<file path="src/rtl/spi_cmd_rx.sv">
// SPI slave command receiver: LSB-first 32-bit frames into {code, addr, data} with valid/ready,
// plus one-shot MISO read-back. Optional macro SPI_DUMMY_FILTER_EN drops code-0 frames silently.
`timescale 1ns/1ps
module spi_cmd_rx #(
    parameter int LEN_SPI      = 32,
    parameter int SPI_CODE_LEN = 6,
    parameter int SPI_ADDR_LEN = 10,
    parameter int SPI_DATA_LEN = 16,
    parameter int SYNC_STAGES  = 2
) (
    input  logic                    clk_50M,
    input  logic                    rst_n,
    input  logic                    sck,
    input  logic                    cs_n,
    input  logic                    mosi,
    output logic                    miso,
    output logic                    cmd_valid,
    input  logic                    cmd_ready,
    output logic [SPI_CODE_LEN-1:0] cmd_code,
    output logic [SPI_ADDR_LEN-1:0] cmd_addr,
    output logic [SPI_DATA_LEN-1:0] cmd_data,
    input  logic [LEN_SPI-1:0]      rd_data,
    input  logic                    rd_load,
    output logic                    frame_err,
    output logic                    cmd_ovf
);

    localparam int CNT_W = $clog2(LEN_SPI + 2);
    localparam int FL_W  = $clog2(SYNC_STAGES + 1);

    typedef enum logic {S_IDLE, S_SHIFT} state_t;

    logic [SYNC_STAGES-1:0]  r_sck_sync, r_cs_sync, r_mosi_sync;
    logic                    r_sck_d, r_cs_d;
    logic [FL_W-1:0]         r_flush_cnt;
    logic                    r_armed;
    state_t                  r_state, w_state_nxt;
    logic [CNT_W-1:0]        r_bit_cnt;
    logic [LEN_SPI-1:0]      r_rx_shift, r_tx_shift, r_tx_hold;
    logic                    r_tx_pend;
    logic                    r_miso;
    logic                    r_cmd_valid, r_frame_err, r_cmd_ovf;
    logic [SPI_CODE_LEN-1:0] r_cmd_code;
    logic [SPI_ADDR_LEN-1:0] r_cmd_addr;
    logic [SPI_DATA_LEN-1:0] r_cmd_data;

    logic                    w_sck, w_cs, w_mosi;
    logic                    w_sck_rise, w_cs_fall, w_cs_rise;
    logic                    w_start, w_bit, w_good, w_err;
    logic                    w_dummy, w_deliver;
    logic [LEN_SPI-1:0]      w_tx_load;

    // Synchronizers reset to idle bus levels so reset release produces no edge
    always_ff @(posedge clk_50M or negedge rst_n) begin
        if (!rst_n) begin
            r_sck_sync  <= '1;
            r_cs_sync   <= '1;
            r_mosi_sync <= '0;
            r_sck_d     <= 1'b1;
            r_cs_d      <= 1'b1;
        end else begin
            r_sck_sync  <= {r_sck_sync[SYNC_STAGES-2:0], sck};
            r_cs_sync   <= {r_cs_sync[SYNC_STAGES-2:0], cs_n};
            r_mosi_sync <= {r_mosi_sync[SYNC_STAGES-2:0], mosi};
            r_sck_d     <= w_sck;
            r_cs_d      <= w_cs;
        end
    end

    assign w_sck      = r_sck_sync[SYNC_STAGES-1];
    assign w_cs       = r_cs_sync[SYNC_STAGES-1];
    assign w_mosi     = r_mosi_sync[SYNC_STAGES-1];
    assign w_sck_rise = w_sck & ~r_sck_d;
    assign w_cs_fall  = ~w_cs & r_cs_d;
    assign w_cs_rise  = w_cs & ~r_cs_d;

    // A frame may only start once cs_n has been seen high through a flushed chain;
    // this ignores the tail of a frame that was in flight when reset released.
    always_ff @(posedge clk_50M or negedge rst_n) begin
        if (!rst_n) begin
            r_flush_cnt <= '0;
            r_armed     <= 1'b0;
        end else begin
            if (r_flush_cnt != FL_W'(SYNC_STAGES))
                r_flush_cnt <= r_flush_cnt + 1'b1;
            if (r_flush_cnt == FL_W'(SYNC_STAGES) && w_cs && r_cs_d)
                r_armed <= 1'b1;
        end
    end

    always_ff @(posedge clk_50M or negedge rst_n) begin
        if (!rst_n) r_state <= S_IDLE;
        else        r_state <= w_state_nxt;
    end

    always_comb begin
        w_state_nxt = r_state;
        w_start     = 1'b0;
        w_bit       = 1'b0;
        w_good      = 1'b0;
        w_err       = 1'b0;
        case (r_state)
            S_IDLE: begin
                if (w_cs_fall && r_armed) begin
                    w_start     = 1'b1;
                    w_state_nxt = S_SHIFT;
                end
            end
            S_SHIFT: begin
                if (w_cs_rise) begin
                    w_state_nxt = S_IDLE;
                    if (r_bit_cnt == CNT_W'(LEN_SPI)) w_good = 1'b1;
                    else                              w_err  = 1'b1;
                end else if (w_sck_rise) begin
                    w_bit = 1'b1;
                end
            end
            default: w_state_nxt = S_IDLE;
        endcase
    end

    // A same-cycle rd_load wins over the held word
    assign w_tx_load = rd_load   ? rd_data :
                       r_tx_pend ? r_tx_hold : '0;

    always_ff @(posedge clk_50M or negedge rst_n) begin
        if (!rst_n) begin
            r_bit_cnt  <= '0;
            r_rx_shift <= '0;
            r_tx_shift <= '0;
            r_miso     <= 1'b0;
        end else if (w_start) begin
            r_bit_cnt  <= '0;
            r_tx_shift <= w_tx_load;
            r_miso     <= w_tx_load[0];
        end else if (w_bit) begin
            r_rx_shift <= {w_mosi, r_rx_shift[LEN_SPI-1:1]};
            if (r_bit_cnt != CNT_W'(LEN_SPI + 1))
                r_bit_cnt <= r_bit_cnt + 1'b1;
            r_tx_shift <= {1'b0, r_tx_shift[LEN_SPI-1:1]};
            r_miso     <= r_tx_shift[1];
        end else if (w_good || w_err) begin
            r_miso     <= 1'b0;
        end
    end

    always_ff @(posedge clk_50M or negedge rst_n) begin
        if (!rst_n) begin
            r_tx_hold <= '0;
            r_tx_pend <= 1'b0;
        end else begin
            if (rd_load)
                r_tx_hold <= rd_data;
            if (w_start)
                r_tx_pend <= 1'b0;
            else if (rd_load)
                r_tx_pend <= 1'b1;
        end
    end

`ifdef SPI_DUMMY_FILTER_EN
    assign w_dummy = (r_rx_shift[LEN_SPI-1 -: SPI_CODE_LEN] == '0);
`else
    assign w_dummy = 1'b0;
`endif
    assign w_deliver = w_good && !w_dummy;

    always_ff @(posedge clk_50M or negedge rst_n) begin
        if (!rst_n) begin
            r_cmd_valid <= 1'b0;
            r_cmd_code  <= '0;
            r_cmd_addr  <= '0;
            r_cmd_data  <= '0;
            r_frame_err <= 1'b0;
            r_cmd_ovf   <= 1'b0;
        end else begin
            r_frame_err <= w_err;
            r_cmd_ovf   <= w_deliver && r_cmd_valid && !cmd_ready;
            if (w_deliver && (!r_cmd_valid || cmd_ready)) begin
                r_cmd_valid <= 1'b1;
                r_cmd_code  <= r_rx_shift[LEN_SPI-1 -: SPI_CODE_LEN];
                r_cmd_addr  <= r_rx_shift[SPI_DATA_LEN +: SPI_ADDR_LEN];
                r_cmd_data  <= r_rx_shift[0 +: SPI_DATA_LEN];
            end else if (r_cmd_valid && cmd_ready) begin
                r_cmd_valid <= 1'b0;
            end
        end
    end

    assign miso      = r_miso;
    assign cmd_valid = r_cmd_valid;
    assign cmd_code  = r_cmd_code;
    assign cmd_addr  = r_cmd_addr;
    assign cmd_data  = r_cmd_data;
    assign frame_err = r_frame_err;
    assign cmd_ovf   = r_cmd_ovf;

endmodule

</file>
<file path="config.mk">
export PLATFORM = sky130hd
export DESIGN_NAME = spi_cmd_rx
export DESIGN_NICKNAME = d
export VERILOG_FILES = /design/src/rtl/spi_cmd_rx.sv
export SDC_FILE = /design/constraint.sdc
export NUM_CORES = 1
export LEC_CHECK = 0
export CORE_MARGIN = 2
export CORE_UTILIZATION = 35
export CTS_CLUSTER_SIZE = 14
export DETAILED_ROUTE_END_ITERATION = 7
export GPL_TIMING_DRIVEN = 0
export PLACE_DENSITY_LB_ADDON = 0.25
export SKIP_LAST_GASP = 1
export SYNTH_ARGS = -nofsm -noshare
export SYNTH_HDL_FRONTEND = slang
export SYNTH_SLANG_ARGS = --single-unit
</file>
<file path="constraint.sdc">
create_clock -name clk_50M -period 2.21 [get_ports clk_50M]
set_clock_uncertainty 0.05 [all_clocks]
set_input_delay 0.663 -clock clk_50M [delete_from_list [all_inputs] [get_ports clk_50M]]
set_output_delay 0.663 -clock clk_50M [all_outputs]
set_load 0.05 [all_outputs]
</file>
## After elaboration in Yosys (flattened, before gate mapping)

Index checks and enable logic that the tools add are counted.

- Flip-flop bits (word level): 151
- Bits of input ports: 39
- Logic and storage cells: 79
- Output and inout bits: 36

- Equal/unequal tests: 4
- Multiplexer cells: 27
- Reductions and logical operators: 18
- $add $sub $neg: 2
- Bitwise logic cells: 8

Operator list:

| cell | count |
|---|---|
| $mux 32 | 4 |
| $mux 1 | 19 |
| $mux 6 | 3 |
| $reduce_bool 2->1 | 4 |
| $logic_and 1x1->1 | 7 |
| $add 6x1->6 const B | 1 |
| $eq 6x6->1 const B | 1 |
| $ne 6x6->1 const B | 1 |
| $not 1->1 | 5 |
| $reduce_and 2->1 | 2 |
| $and 1x1->1 | 3 |
| $reduce_bool 3->1 | 1 |
| $add 2x1->2 const B | 1 |
| $eq 2x2->1 const B | 1 |
| $logic_not 1->1 | 2 |
| $logic_or 1x1->1 | 2 |
| $ne 2x2->1 const B | 1 |
| $pmux 1 s2 | 1 |

## Longest topological paths before layout

Gate-level depths: netlist (run 1).

- Depth in word-level cells: 8
- Mapped depth: 6
- Gate-level depth less buffers: 5

## Worst setup path before layout (run 1)

No wires, ideal clock.

- Kind: input -> register
- From: input rd_load
- To: register r_tx_shift[17]
- Slack: 0.009 ns
- Arrival: 2.025 ns
- Buffers on the path: 2
- Stages: 5
- Library setup time: 0.126 ns
- Cell sequence: clkbuf_1 buf_1 mux2_2 nor3b_1 a221o_1

- Longest elaborated chain between the ends: 2

Ends and longest elaborated chain:

| what | RTL line | RTL |
|---|---|---|
| start, declared | 23 | `input logic rd_load,` |
| $mux 32 | 123 | `assign w_tx_load = rd_load ? rd_data :` |
| $mux 32 | 132 | `end else if (w_start) begin` |
| end signal, assigned | 134 | `r_tx_shift <= w_tx_load;` |
| end signal, assigned | 140 | `r_tx_shift <= {1'b0, r_tx_shift[LEN_SPI-1:1]};` |
| end, declared | 39 | `logic [LEN_SPI-1:0] r_rx_shift, r_tx_shift, r_tx_hold;` |

Every way passes these cells.
A chain may end at the register's enable or synchronous reset.

## Final worst setup path (run 1)

- From: input rd_load
- To: register r_tx_shift[23]

Same word-level chain as after synthesis.

==> impl_results.rst, run 1 <==
.. list-table::
   :header-rows: 1

   * - Metric
     - Value
   * - Leakage power of the design
     - 0.00360 uW
   * - Post-layout min period
     - 2100 ps
   * - Primary FF master, synth
     - dfrtp_1
   * - Flip-flop and latch count after synthesis
     - 150
   * - Wire length of the first global-routing pass
     - 20300 um
   * - Max Transition Viols Final
     - 0
   * - Nets
     - 544
   * - Placer Congestion
     - 0.785
   * - Multi-input gate area in the final layout
     - 2050 um^2
   * - Critical path data arrival time
     - 2350 ps
   * - Core area
     - 16600 um^2
   * - Post-synthesis instance area
     - 5990 um^2
   * - CP Depth
     - 5
   * - Number of instances in the synthesized netlist
     - 407
   * - Worst path buffer plus inverter count
     - 2
   * - Final worst-path cycle share
     - 94.8%
   * - Clock edge transition at the registers on the reported setup and hold paths
     - 60 ps
   * - CP Data Required Time
     - 2460 ps
   * - Total nets after synthesis
     - 450
   * - Largest stage delay on the critical path
     - 510 ps
   * - Capturing element type of the critical path
     - flip-flop
   * - Post-synth ARST share
     - 100%
   * - Setup repair after global routing missed its margin
     - no
   * - TritonCTS clock tree
     - done
   * - Startpoint types
     - input pin
   * - Internal power contribution
     - 5360 uW
   * - Number of search-and-repair iterations in the first detailed-routing pass
     - 4
   * - Post-DR wirelength/cell
     - 16.3 um
   * - Post-synth EDFFs
     - 0
   * - Fill cell count
     - 1492
   * - Setup Slack @ Placement
     - -439 ps
   * - Worst path top cell family by delay
     - buffers and inverters
   * - Number of clock sinks
     - 150
   * - Combinational group share of total power
     - 11.2%
   * - Transition time of the tightest slew-check pin
     - 711 ps
   * - Height of the die
     - 135 um
   * - Switching power total
     - 1730 uW
   * - Vias in the first global route
     - 3998
   * - Number of buffers created by CTS
     - 17
   * - Kind of critical path
     - in -> reg
   * - Die Footprint
     - 18200 um^2
   * - Synth-to-layout area growth
     - 27.3%
   * - Number of setup violations in the final report
     - 0
   * - Global-route total usage across every layer
     - 14.3%
   * - Hold crit path type
     - in -> async
   * - Number of buffers inserted by hold repair at cts
     - 0
   * - Library cell used as clock root buffer
     - clkbuf_16
   * - Count of standard-cell rows
     - 47
   * - Remaining global-route overflow
     - 0
   * - I/O pins
     - 75
   * - Portion of total power attributed to sequential cells
     - 46.5%
   * - Number of endpoints with negative hold slack in the final report
     - 0
   * - Syn Area/Cell
     - 14.7 um^2
   * - Antenna-violating nets left
     - 0
   * - Per-cell via count in the routed design
     - 4.96
   * - Count of cell types in the netlist
     - 42
   * - Clock insertion delay at the later pin of the skew report
     - 420 ps
   * - Worst-case setup margin in the final layout
     - 115 ps
   * - Sequential element share of the synthesized area
     - 62.8%
   * - Worst-path maximum fanout
     - 10
   * - Status
     - complete, no violations
   * - Total DRC errors in the routed layout
     - 0
   * - Max-Slew Margin vs Limit
     - 52.4%
   * - Die extent in x
     - 135 um
   * - Sum of routed wire length over all layers
     - 11900 um
   * - Power density over cell area
     - 931 nW/um^2
   * - Critical-path top delay cell
     - buf_1
   * - Ordered cell list for the critical path
     - clkbuf_1 -> buf_1 -> mux2_2 -> nor3b_1 -> a221o_1
   * - Deepest level of the CTS H-tree
     - 4
   * - Max rail drop VDD
     - 534 uV
   * - Clock network power share
     - 42.3%
   * - Max Freq
     - 0.477 GHz
   * - Area taken by flip-flops and latches
     - 3760 um^2
   * - Max-cap violations
     - 0
   * - Count of synthesis-stage warnings from yosys
     - 0
   * - Half-perimeter wire length of the detailed placement result
     - 7890 um
   * - Pin count of the biggest net entering global routing
     - 92
   * - Starting utilization of the core area
     - 36.0%
   * - Largest buffer count on any clock path
     - 2
   * - Number of antenna diodes
     - 0
   * - Number of buffers inserted by port buffering
     - 73
   * - Cells on worst reg2reg path
     - 5
   * - Hold WS
     - 155 ps
   * - Number of antenna violations at the first check in global routing
     - 0
   * - Sw Ratio
     - 24.4%
   * - 1st-iter DRT viols
     - 125
   * - Share of layout cells above drive strength 1
     - 29.2%
   * - Vias
     - 3637
==> synthesized netlist by cell type (2+ instances only) <==
cell type | n | share of area [%]
nand2_1 | 13 | 0.82
nand3_1 | 2 | 0.17
nand4_1 | 2 | 0.21
clkbuf_1 | 13 | 0.82
mux2_1 | 2 | 0.38
o21ai_0 | 3 | 0.25
nor3b_1 | 21 | 2.6
a21oi_1 | 3 | 0.25
ha_1 | 4 | 0.84
buf_1 | 6 | 0.38
nor2b_1 | 2 | 0.21
dfrtp_1 | 144 | 60
nor2_1 | 5 | 0.31
mux2i_1 | 4 | 0.67
buf_6 | 3 | 0.56
nand2b_1 | 2 | 0.21
a221o_1 | 31 | 5.2
buf_2 | 4 | 0.33
mux2_2 | 94 | 18
inv_1 | 14 | 0.88
dfstp_2 | 6 | 2.6
a311oi_1 | 9 | 1.3
==> flip-flops by register name, summed over array words and instances (netlist names), 6 cells and up <==
name	cells
r_tx_shift	31
r_rx_shift	32
cmd_code	6
r_tx_hold	32
r_bit_cnt	6
cmd_addr	10
cmd_data	16
==> power by group through the flow <==
stage	registers, uW	clock network (uW)	logic, uW
floorplan	3290	0	530
global placement	3330	0	768
detailed placement	3340	0	799
CTS	3300	3080	805
global route	3340	3210	880
finish	3300	3010	793
==> timing repair <==
action | in CTS | in global routing
buffers inserted | 2 | 0
endpoints found under the hold margin | 0 | 0
pin swaps | 1 | 0
gates resized for setup | 36 | 4
setup endpoints to repair | 96 | 50
==> area by class of cell <==
class	count	share of cell area, %
Buffer	25	1.61
Clock buffer	19	5.94
Clock inverter	13	2.27
Inverter	14	0.690
Multi-Input combinational cell	217	27.0
Sequential cell	150	49.4
Tap cell	220	3.61
Timing Repair Buffer	76	9.57
==> routing by layer <==
layer | vias to the layer above | track usage (%) | share of wire [%]
li1 | 1693 | - | -
met1 | 1866 | 18.3 | 46
met2 | 69 | 22.5 | 47
met3 | 9 | 5.26 | 5.4
met4 | 0 | 4.56 | 0.91
met5 | - | 0 | 0
==> path summary, 6_finish.rpt <==
kind,end,slack (ps),start
worst max-delay path,r_tx_shift[23],110,rd_load
worst min-delay path,r_tx_hold[29],150,rst_n
worst max register to register,cmd_data[1],120,r_bit_cnt[3]
worst min register to register,r_sck_sync[1],310,r_sck_sync[0]
max in group asynchronous,r_cs_sync[0],1090,rst_n
min in group clk_50M,r_sck_sync[1],310,r_sck_sync[0]
==> cell usage in the layout (no fill, tap or decap), types with 2 or more instances in the layout <==
cell type and instances:
buf_1 6, nor3b_1 21, mux2i_1 4, inv_1 14, buf_2 4, dlygate4sd2_1 36, clkdlybuf4s50_1 36, nor2b_1 2
bufinv_16 3, dfrtp_1 144, buf_4 2, a221o_1 31, nand4_1 2, clkbuf_1 11, mux2_2 94, buf_6 4
a311oi_1 9, mux2_1 2, clkbuf_16 17, nor2_1 5, dfstp_2 6, o21ai_0 3, nand2_1 13, nand2b_1 2
a21oi_1 3, ha_1 4, clkinv_4 4, clkbuf_8 2, clkinvlp_4 3
==> cell families (layout without fill, tap and decap cells) <==
group | Yosys count | after routing | share of synthesized area, %
mux | 100 | 100 | 18.7
simple gates | 59 | 59 | 6.58
fa+ha+maj | 4 | 4 | 0.836
flops | 150 | 150 | 62.8
xor+xnor | 1 | 1 | 0.146
buf+inv | 40 | 147 | 2.97
compound gates | 53 | 53 | 7.92
==> per-stage QoR <==
stage	utilization [%]	cells	total power, uW	instance area [um^2]	TNS (ps)
after floorplan	-	407	3820	5990	0
after global placement	42.0	700	4100	6990	-823040
after detailed placement	42.2	701	4140	7020	-20380
after CTS	45.7	734	7180	7610	0
after global routing	45.8	734	7430	7620	0
final	45.8	734	7100	7620	0
Power figures use the tool's default switching activity.
==> run 2: changes to the inputs <==
--- a/config.mk
+++ b/config.mk
@@ -6,10 +6,11 @@
 export NUM_CORES = 1
 export LEC_CHECK = 0
 export CORE_MARGIN = 2
-export CORE_UTILIZATION = 35
+export CORE_UTILIZATION = 40
 export CTS_CLUSTER_SIZE = 14
 export DETAILED_ROUTE_END_ITERATION = 7
 export GPL_TIMING_DRIVEN = 0
+export MAX_ROUTING_LAYER = met4
 export PLACE_DENSITY_LB_ADDON = 0.25
 export SKIP_LAST_GASP = 1
 export SYNTH_ARGS = -nofsm -noshare
==> impl_results.rst, run 2 (same netlist as run 1, synthesis figures left out) <==
.. list-table::
   :header-rows: 1

   * - Metric
     - Value
   * - Die extent in x
     - 126 um (-6.3%)
   * - Remaining global-route overflow
     - 0 (unchanged)
   * - CP Data Required Time
     - 2510 ps (+50 ps)
   * - Transition time of the tightest slew-check pin
     - 876 ps (+165 ps)
   * - Half-perimeter wire length of the detailed placement result
     - 7840 um (-0.66%)
   * - Leakage power of the design
     - 0.00360 uW (about the same)
   * - Startpoint types
     - flip-flop
   * - Deepest level of the CTS H-tree
     - 4 (unchanged)
   * - Post-Place Cells
     - 665 (-5.1%)
   * - Final worst-path cycle share
     - 95.1% (+0.32 points)
   * - Number of antenna diodes
     - 0 (unchanged)
   * - Clock edge transition at the registers on the reported setup and hold paths
     - 60 ps (about the same)
   * - Starting utilization of the core area
     - 41.0% (+5.1 points)
   * - Multi-input gate area in the final layout
     - 2050 um^2 (about the same)
   * - Critical path data arrival time
     - 2400 ps (+50 ps)
   * - Count of standard-cell rows
     - 44 (-6.4%)
   * - Sum of routed wire length over all layers
     - 11600 um (-2.6%)
   * - Top flop regs
     - r_rx_shift x32, r_tx_hold x32, r_tx_shift x31
   * - Setup Slack @ Placement
     - -380 ps (+58.7 ps)
   * - Most frequent standard cell in the layout excluding fill and tap cells
     - dfrtp_1
   * - Vias
     - 3651 (+0.38%)
   * - Pin count of the biggest net entering global routing
     - 95 (+3.3%)
   * - Fill cell count
     - 1230 (-18%)
   * - 1st-iter DRT viols
     - 179 (+43%)
   * - Library cell used as clock root buffer
     - clkbuf_16
   * - Synth-to-layout area growth
     - 26.1%
   * - Capturing element type of the critical path
     - flip-flop
   * - Number of antenna violations at the first check in global routing
     - 0 (unchanged)
   * - Area taken by flip-flops and latches
     - 3760 um^2 (unchanged)
   * - Top library cells by usage in the layout, fill and taps aside
     - dfrtp_1, mux2_2, clkdlybuf4s50_1, dlygate4sd2_1, a221o_1
   * - Wire length of the first global-routing pass
     - 20000 um (-1.3%)
   * - Max Freq
     - 0.476 GHz (-0.34%)
   * - Core area
     - 14600 um^2 (-12%)
   * - Die Footprint
     - 16000 um^2 (-12%)
   * - TritonCTS clock tree
     - done
   * - Number of buffers inserted by port buffering
     - 73 (unchanged)
   * - I/O pins
     - 75 (unchanged)
   * - Number of endpoints with negative hold slack in the final report
     - 0 (unchanged)
   * - Status
     - complete, no violations
   * - Number of setup violations in the final report
     - 0 (unchanged)
   * - Total DRC errors in the routed layout
     - 0 (unchanged)
   * - Worst-case setup margin in the final layout
     - 107 ps (-7.14 ps)
   * - Max rail drop VDD
     - 496 uV (-7.2%)
   * - Per-cell via count in the routed design
     - 5.23 (+5.6%)
   * - Clock insertion delay at the later pin of the skew report
     - 410 ps (about the same)
   * - Post-DR wirelength/cell
     - 16.7 um (+2.5%)
   * - Power density over cell area
     - 927 nW/um^2 (-0.43%)
   * - Max-cap violations
     - 0 (unchanged)
   * - Number of clock sinks
     - 150 (unchanged)
   * - Height of the die
     - 126 um (-6.3%)
   * - Antenna-violating nets left
     - 0 (unchanged)
   * - Finished Layout Cells
     - 698 (-4.9%)
   * - Setup repair after global routing missed its margin
     - no
   * - Vias in the first global route
     - 3860 (-3.5%)
   * - Worst-path maximum fanout
     - 10 (unchanged)
   * - Core occupancy in the finished layout
     - 51.8% (+6.0 points)
   * - Max-Slew Margin vs Limit
     - 41.6% (-11 points)
   * - Largest buffer count on any clock path
     - 2 (unchanged)
   * - Number of buffers created by CTS
     - 17 (unchanged)
   * - Nets
     - 544 (unchanged)
   * - Share of layout cells above drive strength 1
     - 29.0% (-0.19 points)
   * - Number of buffers inserted by hold repair at cts
     - 0 (unchanged)
   * - Kind of critical path
     - reg -> reg
   * - Total negative setup slack
     - 0 ps (unchanged)
   * - Number of search-and-repair iterations in the first detailed-routing pass
     - 4 (unchanged)
   * - Max Transition Viols Final
     - 0 (unchanged)
   * - Post-layout min period
     - 2100 ps (+7.14 ps)
   * - Global-route total usage across every layer
     - 16.2% (+2.0 points)
   * - Placer Congestion
     - 0.815 (+3.8%)
   * - Hold crit path type
     - in -> async
[run 2: critical path: stages (launching register included)]
cell and delay (ps):
dfstp_2 580, nand2b_1 60, buf_2 180, a31oi_1 480, clkbuf_1 450, a221o_1 240
[run 2: power by group]
part | switching [uW] | internal, uW
Clock | 1110 | 1810
Sequential | 201 | 3090
Combinational | 372 | 424
[run 2: cell type report]
cell class | count | area share [%]
plain buffers | 25 | 1.67
well taps | 184 | 3.05
inverters | 14 | 0.696
multi-input cells | 217 | 27.2
repair buffers | 76 | 9.66
flip-flops and latches | 150 | 49.8
clock inverters | 11 | 1.97
clock buffers | 21 | 5.96
[run 2: routing by layer]
metal  track usage [%]  wire length [um]  vias to the layer above
li1                  -                 -                     1693
met1              21.8              5530                     1853
met2              24.1              5420                       95
met3              4.89               547                       10
met4              4.46               127                        0
met5                 -                 0                        -
[run 2: worst paths after layout]
check                                from        endpoint  slack, ps  cells after the start
min in group clk_50M       r_mosi_sync[0]  r_mosi_sync[1]        300                      0
max reg2reg                  r_cs_sync[1]  r_tx_shift[29]        110                      5
min reg2reg                r_mosi_sync[0]  r_mosi_sync[1]        300                      0
min                                 rst_n   r_tx_hold[29]        260                      1
max                          r_cs_sync[1]  r_tx_shift[29]        110                      5
max in group asynchronous           rst_n    r_cs_sync[0]       1020                      2
[run 2: repair_timing]
| action | 4_1_cts | 5_1_grt |
|---|---|---|
| endpoints found under the setup margin | 96 | 27 |
| setup buffers | 2 | 0 |
| pin swaps | 1 | 0 |
| gates resized for setup | 38 | 4 |
| hold endpoints to repair | 0 | 0 |
[run 2: per-stage QoR]
stage | total power [uW] | instance area, um^2 | hold slack, ps
after global placement | 4090 | 6950 | 285
after floorplan | 3820 | 5990 | 281
after global routing | 7350 | 7550 | 297
final | 7000 | 7550 | 260
after CTS | 7090 | 7540 | 300
after detailed placement | 4150 | 6980 | 292
==> run 3: changes to the inputs <==
--- a/config.mk
+++ b/config.mk
@@ -6,7 +6,7 @@
 export NUM_CORES = 1
 export LEC_CHECK = 0
 export CORE_MARGIN = 2
-export CORE_UTILIZATION = 40
+export CORE_UTILIZATION = 31
 export CTS_CLUSTER_SIZE = 14
 export DETAILED_ROUTE_END_ITERATION = 7
 export GPL_TIMING_DRIVEN = 0
==> impl_results.rst, run 3 (same netlist as run 1, synthesis figures left out) <==
.. list-table::
   :header-rows: 1

   * - Metric
     - Value
   * - Status
     - complete, no violations
   * - Antenna-violating nets left
     - 0 (unchanged)
   * - Number of buffers created by CTS
     - 17 (unchanged)
   * - Max-Slew Margin vs Limit
     - 42.9% (+1.3 points)
   * - Number of endpoints with negative hold slack in the final report
     - 0 (unchanged)
   * - Largest buffer count on any clock path
     - 2 (unchanged)
   * - Nets
     - 544 (unchanged)
   * - Most frequent standard cell in the layout excluding fill and tap cells
     - dfrtp_1
   * - Die extent in x
     - 143 um (+13%)
   * - Height of the die
     - 143 um (+13%)
   * - Number of buffers inserted by port buffering
     - 73 (unchanged)
   * - Final Total Pwr
     - 6920 uW (-1.2%)
   * - Max rail drop VDD
     - 573 uV (+16%)
   * - Capturing element type of the critical path
     - flip-flop
   * - Wire length of the first global-routing pass
     - 20100 um (+0.45%)
   * - Number of search-and-repair iterations in the first detailed-routing pass
     - 6 (+2)
   * - Top flop regs
     - r_rx_shift x32, r_tx_hold x32, r_tx_shift x31
   * - Number of setup violations in the final report
     - 0 (unchanged)
   * - Synth-to-layout area growth
     - 27.4%
   * - Vias in the first global route
     - 3791 (-1.8%)
   * - Transition time of the tightest slew-check pin
     - 856 ps (-19.4 ps)
   * - Sum of routed wire length over all layers
     - 12100 um (+4.3%)
   * - Final worst-path cycle share
     - 95.0% (-0.13 points)
   * - Total DRC errors in the routed layout
     - 0 (unchanged)
   * - Hold crit path type
     - in -> async
   * - Max Transition Viols Final
     - 0 (unchanged)
   * - Vias
     - 3643 (-0.22%)
   * - Number of buffers inserted by hold repair at cts
     - 0 (unchanged)
   * - Placer Congestion
     - 0.764 (-6.2%)
   * - TritonCTS clock tree
     - done
   * - Die Footprint
     - 20400 um^2 (+28%)
   * - Per-cell via count in the routed design
     - 4.71 (-9.9%)
   * - Critical path data arrival time
     - 2340 ps (-60 ps)
   * - Post-DR wirelength/cell
     - 15.7 um (-5.8%)
   * - Setup repair after global routing missed its margin
     - no
   * - I/O pins
     - 75 (unchanged)
   * - Global-route total usage across every layer
     - 13.0% (-3.3 points)
   * - Clock edge transition at the registers on the reported setup and hold paths
     - 60 ps (about the same)
   * - Top library cells by usage in the layout, fill and taps aside
     - dfrtp_1, mux2_2, clkdlybuf4s50_1, dlygate4sd2_1, a221o_1
   * - Max-cap violations
     - 0 (unchanged)
   * - CP Data Required Time
     - 2450 ps (-60 ps)
   * - Finished Layout Cells
     - 773 (+11%)
   * - Number of clock sinks
     - 150 (unchanged)
   * - Remaining global-route overflow
     - 0 (unchanged)
   * - Post-layout min period
     - 2100 ps (-2.83 ps)
   * - Startpoint types
     - flip-flop
   * - Leakage power of the design
     - 0.00358 uW (-0.48%)
   * - Fill cell count
     - 1753 (+43%)
   * - Count of standard-cell rows
     - 50 (+14%)
   * - Half-perimeter wire length of the detailed placement result
     - 8100 um (+3.3%)
   * - Post-Place Cells
     - 741 (+11%)
   * - Core area
     - 18800 um^2 (+29%)
   * - Starting utilization of the core area
     - 31.8% (-9.2 points)
   * - Deepest level of the CTS H-tree
     - 4 (unchanged)
   * - Max Freq
     - 0.476 GHz (+0.13%)
   * - Number of antenna diodes
     - 0 (unchanged)
   * - Worst-path maximum fanout
     - 10 (unchanged)
   * - Number of antenna violations at the first check in global routing
     - 0 (unchanged)
   * - Share of layout cells above drive strength 1
     - 28.7% (-0.33 points)
   * - Kind of critical path
     - reg -> reg
   * - Total negative setup slack
     - 0 ps (unchanged)
   * - Clock insertion delay at the later pin of the skew report
     - 410 ps (about the same)
   * - Library cell used as clock root buffer
     - clkbuf_16
   * - Power density over cell area
     - 907 nW/um^2 (-2.2%)
   * - 1st-iter DRT viols
     - 180 (+0.56%)
   * - Pin count of the biggest net entering global routing
     - 93 (-2.1%)
-- run 3: cell count changes in the layout (fill, tap and decap cells not counted), sizes merged --
cell    change
bufinv      -1
clkinv      -2
inv         -1
clkbuf      +3
-- run 3: final timing paths --
check / startpoint / to / slack, ps / cells past startpoint
setup / recovery: r_bit_cnt[3] / cmd_code[1] / 110 / 5
hold / removal: rst_n / r_tx_hold[29] / 280 / 1
setup reg to reg: r_bit_cnt[3] / cmd_code[1] / 110 / 5
hold reg to reg: r_mosi_sync[0] / r_mosi_sync[1] / 300 / 0
max in group asynchronous: rst_n / r_cs_sync[0] / 990 / 2
min in group clk_50M: r_mosi_sync[0] / r_mosi_sync[1] / 300 / 0
-- run 3: where the power goes --
part           switching [uW]  internal [uW]
combinational             374            423
clock                    1080           1750
sequential                207           3090
total                    1660           5260
-- run 3: routing by layer --
layer  vias to the layer above  part of all wire [%]  global-route usage [%]
li1                       1701                     -                       -
met1                      1840                    48                    17.2
met2                        88                    45                    18.8
met3                        14                   5.7                    4.26
met4                         0                   1.3                    4.22
met5                         -                     0                       -
-- run 3: area by class of cell --
type	count	area [um^2]	area share, %
clock inverters	7	96.3	1.26
multi-input cells	217	2050	26.9
clock buffers	24	482	6.32
well taps	260	325	4.27
plain buffers	25	125	1.64
repair buffers	76	729	9.57
inverters	14	52.6	0.689
flip-flops and latches	150	3760	49.3
-- run 3: repair_timing --
action                     in CTS  in global routing
resized for setup              37                  5
setup buffers                   2                  0
pin swaps                       1                  0
setup endpoints to repair      97                 50
-- run 3: worst max-delay path, stage by stage (launching register included) --
cell     delay [ps]
dfrtp_1         420
or4b_4          570
nor4b_4         210
buf_4           210
buf_6           170
mux2_2          340
-- run 3: metrics by stage --
step	worst slack (ps)	util [%]	hold slack, ps	cell area [um^2]
2_1_floorplan	9.14	-	281	5990
3_3_place_gp	-5510	37.4	285	7040
3_5_place_dp	-419	37.6	292	7070
4_1_cts	-0.105	40.5	305	7620
5_1_grt	6.67	40.5	311	7630
6_report	110	40.5	282	7630
